### src/rtl/if_fetch_controller_pkg.sv
// Shared types and default constants for the instruction fetch controller.
// Optional feature macro used by the top level: IF_FETCH_PERF_EN.
package if_fetch_controller_pkg;

    // Fetch FSM: normal fetch, loader owns the memory port, or halted out of range.
    typedef enum logic [1:0] {
        FETCH = 2'd0,
        LDR   = 2'd1,
        HALT  = 2'd2
    } fetch_state_t;

    typedef logic [31:0] word_t;

    localparam int unsigned DEFAULT_MEM_DEPTH = 1024;
    localparam int unsigned DEFAULT_RESET_PC  = 0;

endpackage

### src/rtl/if_fetch_ldr_arb.sv
// Loader arbitration: decides when the loader/debug port owns instruction memory
// and limits consecutive grants so fetch is never starved for long.
module if_fetch_ldr_arb #(
    parameter int unsigned LDR_MAX_BURST = 4
) (
    input  logic clk,
    input  logic reset,
    input  logic ldr_req,
    input  logic stall,
    input  logic redirect,
    output logic ldr_grant
);

    localparam int unsigned CW = $clog2(LDR_MAX_BURST + 1);
    localparam logic [CW-1:0] MAX_CNT = CW'(LDR_MAX_BURST);

    logic [CW-1:0] burst_cnt;

    // A stalled pipeline loses nothing, so the burst limit only applies when fetch could run.
    always_comb begin
        ldr_grant = 1'b0;
        if (!reset && ldr_req && !redirect && (stall || (burst_cnt < MAX_CNT)))
            ldr_grant = 1'b1;
    end

    // Count consecutive grants; saturate so long stalled bursts cannot wrap, clear on any gap.
    always_ff @(posedge clk or posedge reset) begin
        if (reset)
            burst_cnt <= '0;
        else if (ldr_grant) begin
            if (burst_cnt != MAX_CNT)
                burst_cnt <= burst_cnt + 1'b1;
        end
        else
            burst_cnt <= '0;
    end

endmodule

### src/rtl/if_fetch_controller.sv
// Instruction fetch controller: drives the instruction memory address, registers
// fetched instructions, handles redirect/stall, shares the port with a loader and
// halts when the pc leaves the memory range.
// Define IF_FETCH_PERF_EN to add saturating fetch/bubble performance counters.
module if_fetch_controller
    import if_fetch_controller_pkg::*;
#(
    parameter int unsigned RESET_PC      = DEFAULT_RESET_PC,
    parameter int unsigned MEM_DEPTH     = DEFAULT_MEM_DEPTH,
    parameter int unsigned LDR_MAX_BURST = 4
) (
    input  logic        clk,
    input  logic        reset,
    input  logic        stall,
    input  logic        redirect,
    input  logic [31:0] redirect_pc,
    output logic [31:0] mem_addr,
    input  logic [31:0] mem_data,
    output logic [31:0] instr,
    output logic [31:0] instr_pc,
    output logic        instr_valid,
    input  logic        ldr_req,
    input  logic [9:0]  ldr_addr,
    output logic        ldr_grant,
    output logic [31:0] ldr_data,
    output logic        halted
`ifdef IF_FETCH_PERF_EN
    ,
    output logic [31:0] perf_fetch,
    output logic [31:0] perf_bubble
`endif
);

    localparam word_t DEPTH_W = word_t'(MEM_DEPTH);
    localparam word_t RESET_W = word_t'(RESET_PC);

    fetch_state_t state;
    word_t        pc;

    if_fetch_ldr_arb #(
        .LDR_MAX_BURST(LDR_MAX_BURST)
    ) u_arb (
        .clk      (clk),
        .reset    (reset),
        .ldr_req  (ldr_req),
        .stall    (stall),
        .redirect (redirect),
        .ldr_grant(ldr_grant)
    );

    // The loader address replaces the pc on the memory port only while it is granted.
    always_comb begin
        mem_addr = pc;
        if (ldr_grant)
            mem_addr = {22'd0, ldr_addr};
    end

    assign ldr_data = mem_data;

    // Fetch FSM and pc datapath; redirect beats stall, stall beats loader bubbles.
    always_ff @(posedge clk or posedge reset) begin
        if (reset) begin
            state       <= FETCH;
            pc          <= RESET_W;
            instr       <= '0;
            instr_pc    <= '0;
            instr_valid <= 1'b0;
            halted      <= 1'b0;
        end
        else if (redirect) begin
            state       <= FETCH;
            pc          <= redirect_pc;
            instr_valid <= 1'b0;
            halted      <= 1'b0;
        end
        else if (stall) begin
            if (state != HALT)
                state <= ldr_grant ? LDR : FETCH;
        end
        else if (ldr_grant) begin
            instr_valid <= 1'b0;
            if (state != HALT)
                state <= LDR;
        end
        else if (state == HALT) begin
            instr_valid <= 1'b0;
        end
        else if (pc >= DEPTH_W) begin
            state       <= HALT;
            halted      <= 1'b1;
            instr_valid <= 1'b0;
        end
        else begin
            state       <= FETCH;
            instr       <= mem_data;
            instr_pc    <= pc;
            instr_valid <= 1'b1;
            pc          <= pc + 32'd1;
        end
    end

`ifdef IF_FETCH_PERF_EN
    // Every post-reset cycle is either a delivered instruction or a bubble; both saturate.
    always_ff @(posedge clk or posedge reset) begin
        if (reset) begin
            perf_fetch  <= '0;
            perf_bubble <= '0;
        end
        else if (instr_valid) begin
            if (perf_fetch != 32'hFFFF_FFFF)
                perf_fetch <= perf_fetch + 32'd1;
        end
        else begin
            if (perf_bubble != 32'hFFFF_FFFF)
                perf_bubble <= perf_bubble + 32'd1;
        end
    end
`endif

endmodule

### config.mk
export PLATFORM = sky130hd
export DESIGN_NAME = if_fetch_controller
export DESIGN_NICKNAME = d
export VERILOG_FILES = /design/src/rtl/if_fetch_controller_pkg.sv /design/src/rtl/if_fetch_ldr_arb.sv /design/src/rtl/if_fetch_controller.sv
export SDC_FILE = /design/constraint.sdc
export NUM_CORES = 1
export LEC_CHECK = 0
export BUFFER_PORTS_ARGS = -buffer_cell sky130_fd_sc_hd__buf_2
export CAP_MARGIN = 20
export CORE_MARGIN = 2
export CORE_UTILIZATION = 45
export DETAILED_ROUTE_END_ITERATION = 16
export PLACE_DENSITY = 0.77
export SYNTH_ARGS = -nofsm -noshare
export SYNTH_HDL_FRONTEND = slang
export SYNTH_HIERARCHICAL = 1
export SYNTH_SLANG_ARGS = --single-unit
### constraint.sdc
create_clock -name clk -period 5 [get_ports clk]
set_clock_uncertainty 0.1 [all_clocks]
set_input_delay 0.75 -clock clk [delete_from_list [all_inputs] [get_ports clk]]
set_output_delay 0.75 -clock clk [all_outputs]
set_load 0.05 [all_outputs]
==> metrics <==
Max H-tree Level=3; core area=9860 sq um; Mapped Cells=373; Fillers=833; Hold Buf Count CTS=0; post-synth top area share=55.9%; CP Launch Type=input pin; Worst Path Arrival=2.87 ns; clock buffer depth=2; PD cells=305 nW/um^2; crit-path max FO=49; clock latency on the worst-skew pair=0.36 ns; CP Cell Sequence=buf_2 -> nor2_2 -> nand3_2 -> inv_1 -> buf_4 -> mux2_2 -> buf_2; Cell Count, Final, Fillers Out=686; Total Nets Final=631; measured slew at the worst slew-check pin=0.951 ns; pin count of the biggest net entering global routing=52; Worst Hold Class=in2async; FMAX=269 MHz; first-pass GRT wire length=16.1 mm; number of port buffers=209; std cell rows=36; fin crit period=3.72 ns; Final setup viols=0; ANT nets after route=0; Crit Path Category=in2out; Worst Path Buf+Inv=4; via/cell ratio=4.88; most used cell, CP=buf_2; max_cap viols=0; CTS tree=done; routed len/inst=15.0 um; Worst EP required=4.15 ns; footprint of the multi-input gates=1660 sq um; Remaining DRCs=0; Routability Congestion=0.843; Initial DRC Count=174; Commonest cells post-synth=103 x dfrtp_1, 69 x mux2_2, 44 x nor2b_1, 32 x buf_4, 23 x nand2_1; initial antenna violation count=0; reg2reg setup slack=2.11 ns; final hold viol count=0; Die ar.=11100 sq um; P_leak=3.13 nW; Placed Instances=670; Slew Limit Fails=0; clock root cell=clkbuf_8; Initial Util=46.8%; post-synth net total=456; post_cts resized=0; Vias=3347; cts bufs inserted=9; Post-synth EDFFs=0; Yosys reg bits=103; HPWL Detailed=7.66 mm; register area share after synthesis=55.9%; CP Capture Type=output pin; io pins=210; Clk pin slew, worst setup/hold paths=0.10 ns; Yosys top cell by area=dfrtp_1; Tcrit/Tclk final=74.4%; count leader, synth=dfrtp_1; Mapped Avg Cell Area=12.4 sq um; Max stage delay on crit path=0.40 ns; Post-Syn Area=4610 sq um; Unique masters post-synth=33; Max-Slew Margin vs Limit=36.6%; vias in the first global route=3277; CP max stage cell=buf_2; Setup Buffers After CTS=0; setup TNS=0 ns; layout cells sized above 1=55.0%; RSZ-0062 raised after global routing=no; fraction of registers with async set/reset=100%; layout overhead on the synthesized area=24.1%; Post-synth top flop=dfrtp_1; ranking of synthesized cells by area=dfrtp_1 56%, mux2_2 17%, nor2b_1 6.0%, buf_4 5.2%, nand2_1 1.9%; die height=105 um; Overflow after GRT=0; maximum VDD drop=170 uV; status=finished, final reports clean; yosys warns=6; diode count=0; Chip Width=105 um; GRT Overall Usage=18.4%; Reg area=2580 sq um; Top delay family on crit path=buffers and inverters; Clock Sink Count=103; WL final=10.3 mm; drt pass-1 iters=4
worst register-to-register path: stages, from the launching register on:
cell     delay [ns]
dfrtp_1        0.40
nor4_1         0.46
nand4_1        0.56
nor4_4         0.42
buf_4          0.43
mux2_2         0.41
metal layers:
layer  part of all wire (%)  wire length, um  track usage [%]  vias to the layer above
li1                       -                -                -                     1582
met3                    6.5              664             3.96                       14
met2                     49             5050             30.1                      146
met1                     42             4350             23.5                     1605
met4                    2.1              212             8.38                        0
met5                      0                0                0                        -
cells by family (layout without fill, tap and decap cells):
family / after synthesis / in the layout / synth area share [%]
multiplexers: 72 / 72 / 17.5
adder cells (fa/ha/maj): 4 / 4 / 1.08
buffers and inverters: 58 / 238 / 8.16
flip-flops: 103 / 103 / 55.9
AO/OA/AOI/OAI: 18 / 18 / 2.14
AND/OR/NAND/NOR: 109 / 109 / 13.5
XOR/XNOR: 9 / 9 / 1.71
flip-flops by register name (all words and copies together) (netlist names):
register and cells:
instr 32, instr_pc 32, pc 32, u_arb/burst_cnt 3
state 2, halted 1, instr_valid 1
where the power goes:
part	internal [mW]	total, mW	switching (mW)
Clock	0.261	0.531	0.270
Combinational	0.0937	0.327	0.233
Sequential	0.859	0.887	0.0279
Total	1.21	1.74	0.531
path summary, 6_finish.rpt:
kind	to	depth (start not counted)	start
min in group clk	instr_pc[24]	1	instr_pc[24]
max in group asynchronous	instr[8]	3	reset
max	mem_addr[8]	7	redirect
max reg2reg	instr[31]	5	pc[10]
min	u_arb/burst_cnt[1]	2	reset
min reg2reg	instr_pc[24]	1	instr_pc[24]
stage by stage:
step | hold slack, ns | worst slack, ns | cell area [sq um] | utilization [%] | power (mW)
finish | 0.186 | 1.28 | 5720 | 58.0 | 1.74
global route | 0.166 | 1.11 | 5720 | 58.0 | 1.82
CTS | 0.161 | 1.30 | 5720 | 58.0 | 1.77
detailed placement | 0.374 | 1.26 | 5520 | 55.9 | 1.23
global placement | 0.368 | 1.36 | 5520 | 55.9 | 1.23
floorplan | 0.396 | 1.43 | 4610 | - | 1.15
layout by cell type (no fill, tap or decap), types with 3 or more instances in the layout:
master / Yosys / final
nand3_1: 5 / 5
nor2_1: 6 / 6
nor4_1: 13 / 13
a21oi_1: 3 / 3
and3_1: 3 / 3
nor2b_1: 44 / 44
dfrtp_1: 103 / 103
nor3_1: 4 / 4
xnor2_1: 8 / 8
o21ai_0: 12 / 12
mux2_2: 69 / 69
inv_1: 9 / 8
buf_4: 32 / 4
buf_2: 1 / 209
ha_1: 4 / 4
clkbuf_8: 0 / 11
nand2_1: 23 / 23
cell type report:
| cell class | instances | share of cell area [%] |
|---|---|---|
| flip-flops and latches | 103 | 45.0 |
| inverters | 9 | 0.634 |
| multi-input cells | 212 | 29.0 |
| clock inverters | 4 | 0.918 |
| repair buffers | 213 | 18.8 |
| well taps | 133 | 2.91 |
| clock buffers | 12 | 2.71 |
Power figures use the tool's default switching activity.
